`config.mk`:
```
export PLATFORM = sky130hd
export DESIGN_NAME = fir_result_buf
export DESIGN_NICKNAME = d
export VERILOG_FILES = /design/src/rtl/fir_pkg.sv /design/src/rtl/fir_sync_fifo.sv /design/src/rtl/fir_result_buf.sv
export SDC_FILE = /design/constraint.sdc
export NUM_CORES = 1
export LEC_CHECK = 0
export CAP_MARGIN = 20
export CORE_AREA = 2 2 93 95
export CTS_CLUSTER_DIAMETER = 60
export DETAILED_ROUTE_END_ITERATION = 16
export DIE_AREA = 0 0 95 97
export GPL_TIMING_DRIVEN = 1
export REMOVE_ABC_BUFFERS = 1
export SLEW_MARGIN = 20
export SYNTH_ARGS = -nofsm -noshare
export SYNTH_HDL_FRONTEND = slang
export SYNTH_HIERARCHICAL = 1
export SYNTH_SLANG_ARGS = --single-unit
```
`constraint.sdc`:
```
create_clock -name clk -period 3.2 [get_ports clk]
set_input_delay 0.48 -clock clk [delete_from_list [all_inputs] [get_ports clk]]
set_output_delay 0.48 -clock clk [all_outputs]
set_load 0.02 [all_outputs]
```
`src/rtl/fir_pkg.sv`:
```
// Shared widths and the round/shift/saturate conversion for the FIR output stage.
package fir_pkg;

    localparam int FIR_RES_W = 15;
    localparam int FIR_OUT_W = 8;

    typedef struct packed {
        logic                 sat;
        logic [FIR_OUT_W-1:0] val;
    } conv_t;

    function automatic int lvl_w(input int depth);
        return $clog2(depth) + 1;
    endfunction

    // Round half toward +inf, arithmetic shift, then clamp to an out_w-bit signed range.
    function automatic conv_t sat_round(input logic signed [31:0] x, input int shift, input int out_w);
        logic signed [31:0] t;
        logic signed [31:0] hi;
        logic signed [31:0] lo;
        conv_t              r;
        if (shift > 0) begin
            t = (x + (32'sd1 <<< (shift - 1))) >>> shift;
        end else begin
            t = x;
        end
        hi = (32'sd1 <<< (out_w - 1)) - 32'sd1;
        lo = -(32'sd1 <<< (out_w - 1));
        if (t > hi) begin
            r.sat = 1'b1;
            r.val = hi[FIR_OUT_W-1:0];
        end else if (t < lo) begin
            r.sat = 1'b1;
            r.val = lo[FIR_OUT_W-1:0];
        end else begin
            r.sat = 1'b0;
            r.val = t[FIR_OUT_W-1:0];
        end
        return r;
    endfunction

endpackage

```
`src/rtl/fir_sync_fifo.sv`:
```
// Single-clock FIFO with occupancy count; head entry is read combinationally.
module fir_sync_fifo #(
    parameter int DEPTH = 4,
    parameter int W     = 8,
    parameter int LVL_W = $clog2(DEPTH) + 1
) (
    input  logic             clk,
    input  logic             rst,
    input  logic             i_push,
    input  logic [W-1:0]     i_data,
    input  logic             i_pop,
    output logic [W-1:0]     o_data,
    output logic             o_full,
    output logic             o_empty,
    output logic [LVL_W-1:0] o_level
);

    localparam int PTR_W = $clog2(DEPTH);

    logic [W-1:0]     r_mem [DEPTH];
    logic [PTR_W-1:0] r_wr_ptr;
    logic [PTR_W-1:0] r_rd_ptr;
    logic [LVL_W-1:0] r_level;
    logic             w_push;
    logic             w_pop;

    assign o_full  = (r_level == LVL_W'(DEPTH));
    assign o_empty = (r_level == {LVL_W{1'b0}});
    assign w_pop   = i_pop && !o_empty;
    // A full FIFO still accepts a write when the head leaves on the same edge.
    assign w_push  = i_push && (!o_full || w_pop);
    assign o_data  = o_empty ? {W{1'b0}} : r_mem[r_rd_ptr];
    assign o_level = r_level;

    // Storage write; contents need no reset because reads are masked while empty.
    always_ff @(posedge clk) begin
        if (w_push) begin
            r_mem[r_wr_ptr] <= i_data;
        end
    end

    // Pointer and occupancy update; pointers wrap naturally at power-of-2 depth.
    always_ff @(posedge clk or posedge rst) begin
        if (rst) begin
            r_wr_ptr <= {PTR_W{1'b0}};
            r_rd_ptr <= {PTR_W{1'b0}};
            r_level  <= {LVL_W{1'b0}};
        end else begin
            if (w_push) begin
                r_wr_ptr <= r_wr_ptr + PTR_W'(1);
            end
            if (w_pop) begin
                r_rd_ptr <= r_rd_ptr + PTR_W'(1);
            end
            case ({w_push, w_pop})
                2'b10:   r_level <= r_level + LVL_W'(1);
                2'b01:   r_level <= r_level - LVL_W'(1);
                default: r_level <= r_level;
            endcase
        end
    end

endmodule

```
`src/rtl/fir_result_buf.sv`:
```
// FIR output stage: capture, round/saturate to OUT_W, buffer in a FIFO, and keep
// saturation/drop statistics.
module fir_result_buf
    import fir_pkg::*;
#(
    parameter int IN_W  = FIR_RES_W,
    parameter int OUT_W = FIR_OUT_W,
    parameter int SHIFT = 4,
    parameter int DEPTH = 4,
    parameter int CNT_W = 8
) (
    input  logic                      clk,
    input  logic                      rst,
    input  logic [IN_W-1:0]           res_in,
    input  logic                      res_valid,
    output logic [OUT_W-1:0]          dout,
    output logic                      dout_valid,
    input  logic                      dout_ready,
    output logic [lvl_w(DEPTH)-1:0]   level,
    output logic [CNT_W-1:0]          sat_cnt,
    output logic [CNT_W-1:0]          drop_cnt,
    output logic                      ovf,
    input  logic                      clr_stat
);

    logic signed [31:0] w_res_ext;
    conv_t              w_conv;
    logic               w_full;
    logic               w_empty;
    logic               w_pop;
    logic               w_drop;
    logic               r_s1_valid;
    logic [OUT_W-1:0]   r_s1_data;
    logic [CNT_W-1:0]   r_sat_cnt;
    logic [CNT_W-1:0]   r_drop_cnt;
    logic               r_ovf;

    assign w_res_ext  = {{(32-IN_W){res_in[IN_W-1]}}, res_in};
    assign w_conv     = sat_round(w_res_ext, SHIFT, OUT_W);
    assign w_pop      = !w_empty && dout_ready;
    assign w_drop     = r_s1_valid && w_full && !w_pop;
    assign dout_valid = !w_empty;
    assign sat_cnt    = r_sat_cnt;
    assign drop_cnt   = r_drop_cnt;
    assign ovf        = r_ovf;

    // Capture stage: holds one converted result for the FIFO write on the next edge.
    always_ff @(posedge clk or posedge rst) begin
        if (rst) begin
            r_s1_valid <= 1'b0;
            r_s1_data  <= {OUT_W{1'b0}};
        end else begin
            r_s1_valid <= res_valid;
            if (res_valid) begin
                r_s1_data <= OUT_W'(w_conv.val);
            end
        end
    end

    // Statistics: clear wins over increments, counters stick at all-ones.
    always_ff @(posedge clk or posedge rst) begin
        if (rst) begin
            r_sat_cnt  <= {CNT_W{1'b0}};
            r_drop_cnt <= {CNT_W{1'b0}};
            r_ovf      <= 1'b0;
        end else if (clr_stat) begin
            r_sat_cnt  <= {CNT_W{1'b0}};
            r_drop_cnt <= {CNT_W{1'b0}};
            r_ovf      <= 1'b0;
        end else begin
            if (res_valid && w_conv.sat && (r_sat_cnt != {CNT_W{1'b1}})) begin
                r_sat_cnt <= r_sat_cnt + CNT_W'(1);
            end
            if (w_drop) begin
                r_ovf <= 1'b1;
                if (r_drop_cnt != {CNT_W{1'b1}}) begin
                    r_drop_cnt <= r_drop_cnt + CNT_W'(1);
                end
            end
        end
    end

    fir_sync_fifo #(
        .DEPTH (DEPTH),
        .W     (OUT_W),
        .LVL_W (lvl_w(DEPTH))
    ) u_fifo (
        .clk     (clk),
        .rst     (rst),
        .i_push  (r_s1_valid),
        .i_data  (r_s1_data),
        .i_pop   (w_pop),
        .o_data  (dout),
        .o_full  (w_full),
        .o_empty (w_empty),
        .o_level (level)
    );

endmodule

```
==> flow_metrics.env <==
export IMPL_outcome="completed"
export IMPL_synth_seq_area_share=0.556
export IMPL_synth_area_leaders="edfxtp_1 (30%), dfrtp_1 (26%), mux4_2 (5.6%), xor2_1 (3.3%), ha_1 (3.1%)"
export IMPL_netSwitchingFraction=0.312
export IMPL_path_clk_slew_ns=0.06
export IMPL_synth_distinct_cells=48
export IMPL_nets=337
export IMPL_p_comb_frac=0.339
export IMPL_seq_area_sq_mm=0.00179
export IMPL_cp_end_kind="output pin"
export IMPL_row_count=33
export IMPL_antenna_found_initial=0
export IMPL_pwr_share_seq=0.432
export IMPL_cts_num_sinks=65
export IMPL_timing_fmax_ghz=0.354
export IMPL_grt_use_met3=0.0389
export IMPL_synth_top_area_frac=0.299
export IMPL_multi_input_area_sq_mm=0.00129
export IMPL_fin_crit_ns=2.83
export IMPL_synth_top_family_by_area="simple AND/OR/NAND/NOR gates"
export IMPL_crit_type="register to output pin"
export IMPL_use_met2=0.219
export IMPL_final_common_cell="clkdlybuf4s50_1"
export IMPL_grt_pass1_wl_mm=10.0
export IMPL_synthArstFlopShare=0.508
export IMPL_finalSetupTns_ns=0
export IMPL_pwr_density_cell_mw_per_mm2=690
export IMPL_hold_buffers=0
export IMPL_final_area_sq_mm=0.00398
export IMPL_grt_ovfl_total=0
export IMPL_worst_pin_slew_ns=0.609
export IMPL_grt_usage=0.140
export IMPL_critPathLaunchType="register"
export IMPL_fin_crit_sh=0.883
export IMPL_ctsResizeCount=0
export IMPL_clockBufferDepth=2
export IMPL_die_area_sq_mm=0.00922
export IMPL_worstPathArrival_ns=2.35
export IMPL_p_switching_mw=0.855
export IMPL_synth_adder_area_share=0.0374
export IMPL_drc_errors=0
export IMPL_cp_max_fo=10
export IMPL_place_gp_congestion=0.885
export IMPL_syn_to_final_growth_pct=23.8
export IMPL_synthMuxAreaShare=0.0907
export IMPL_synth_edf_count=32
export IMPL_port_buffers=45
export IMPL_hpwl_mm=4.36
export IMPL_cts_buffers=9
export IMPL_cell_internal_pwr_mw=1.89
export IMPL_max_slew_margin=0.594
export IMPL_syn_inst=256
export IMPL_num_vias=2148
export IMPL_cp_cell_sequence="mux4_2 -> and2_1 -> clkdlybuf4s50_1"
export IMPL_cts_tree="built"
export IMPL_wl_mm=6.05
export IMPL_cts_setup_buffers=0
export IMPL_avgSynthCellArea_sq_um=12.6
export IMPL_netlist_area_sq_mm=0.00321
export IMPL_clkLatencyLatePin_ns=0.33
export IMPL_coreArea_sq_mm=0.00813
export IMPL_most_common_layout_cells="clkdlybuf4s50_1 (45), dfrtp_1 (33), edfxtp_1 (32)"
export IMPL_p_leak_nw=1.57
export IMPL_clockPowerShare=0.230
export IMPL_h_tree_depth=3
export IMPL_cap_violations=0
export IMPL_ios=49
export IMPL_final_setup_viol_count=0
export IMPL_cts_root_buf="clkbuf_8"
export IMPL_ant_nets=0
export IMPL_report_final_hold_viol_count=0
export IMPL_required_ns=2.72
export IMPL_synth_compound_area_share=0.0713
export IMPL_ir_worst_vdd_mv=0.235
export IMPL_synth_simple_area_share=0.149
export IMPL_die_w_um=95
export IMPL_yosysTopAreaCell="edfxtp_1"
export IMPL_layout_drive_gt1_share=0.112
export IMPL_synth_xor_area_share=0.0545
export IMPL_maxSlewViolCount=0
export IMPL_skew_ns=0.00480
export IMPL_min_path_type="input pin to async pin"
export IMPL_synthFlopType="dfrtp_1"
export IMPL_rsz0062_at_grt="no"
export IMPL_grt_busiest_layer="met2"
export IMPL_die_h_um=97
export IMPL_max_stage_delay_ns=0.73
export IMPL_drtPass1Iterations=4
export IMPL_use_met1=0.187
export IMPL_grt_pass1_vias=2037
export IMPL_yosysWarnings=6
export IMPL_via_per_inst=5.14
export IMPL_cp_slowest_cell="dfrtp_1"
export IMPL_layout_filler_cells=728
export IMPL_initial_utilization=0.395
export IMPL_placed_cell_area_sq_mm=0.00377
export IMPL_wl_per_cell_um=14.5
export IMPL_synth_seq_cells=65
export IMPL_drt_initial_drc_count=54
export IMPL_n_antenna_cell=0
export IMPL_grt_max_degree=27
## final timing paths
check,start,endpoint,slack [ns],cells past startpoint
min in group clk,ovf$_DFFE_PP0P_,ovf$_DFFE_PP0P_,0.51,2
hold / removal,rst,drop_cnt[5]$_DFFE_PP0P_,0.40,2
max in group asynchronous,rst,r_s1_data[1]$_DFFE_PP0P_,2.43,3
hold reg to reg,ovf$_DFFE_PP0P_,ovf$_DFFE_PP0P_,0.51,2
setup / recovery,u_fifo/r_rd_ptr[0]$_DFFE_PP0P_,dout[7],0.37,3
setup reg to reg,u_fifo/o_level[0]$_DFFE_PP0P_,u_fifo/o_level[2]$_DFFE_PP0P_,0.38,12
## critical path: cells and delay by family (launching register included)
family,cells,cell delay (ns)
buffers and inverters,1,0.53
muxes,1,0.60
and+or+nand+nor,1,0.17
DFF,1,0.73
## synthesized netlist by cell type (4+ instances only)
library cell and n:
a21oi_1 4, and2_1 10, and2_2 4, and3_1 4, clkbuf_1 4, dfrtp_1 33, edfxtp_1 32, ha_1 8
inv_1 21, mux2i_1 4, mux4_2 8, nand2_1 8, nand2b_1 4, nand3_1 13, nand4_1 4, nor2_1 17
nor2b_1 5, o221ai_1 8, xnor2_1 8, xor2_1 12
## cell type report
| type | count | area share |
|---|---|---|
| multi-input combinational | 161 | 0.326 |
| clock buffer | 10 | 0.0321 |
| clock inverter | 6 | 0.0123 |
| tap | 105 | 0.0330 |
| inverter | 21 | 0.0198 |
| timing repair buffer | 50 | 0.128 |
| sequential | 65 | 0.449 |
## per-stage QoR
step	worst slack [ns]	power (mW)	instances	util	hold slack [ns]
after floorplan	0.567	1.76	247	-	0.283
after global placement	0.368	2.11	401	0.464	0.496
after detailed placement	0.355	2.14	401	0.464	0.502
after CTS	0.306	2.78	417	0.485	0.397
after global routing	0.203	2.92	418	0.489	0.413
final	0.373	2.74	418	0.489	0.402
## flip-flops by register name, indices dropped and copies added (netlist names)
register and count:
drop_cnt 8, ovf 1, r_s1_data 8, r_s1_valid 1, sat_cnt 8, u_fifo/o_level 3, u_fifo/r_mem 32, u_fifo/r_rd_ptr 2
u_fifo/r_wr_ptr 2
## power by group through the flow
stage	clock network, mW	logic [mW]	registers (mW)
floorplan	0	0.564	1.19
finish	0.630	0.929	1.18
CTS	0.656	0.938	1.19
global placement	0	0.919	1.19
global route	0.697	1.01	1.21
detailed placement	0	0.938	1.21
## logic make-up (layout without fill, tap and decap cells)
group / count (synthesis) / in the layout
AND/OR/NAND/NOR: 86 / 86
flip-flops: 65 / 65
buffers and inverters: 30 / 87
AO/OA/AOI/OAI: 28 / 28
XOR/XNOR: 20 / 20
multiplexers: 18 / 18
adder cells (fa/ha/maj): 9 / 9
## metal layers
layer	share of wire	wire [um]
met5	0	0
met4	0.012	74
met3	0.038	232
met2	0.50	3040
met1	0.45	2710
Note: power is estimated with default switching activity, not from simulation.
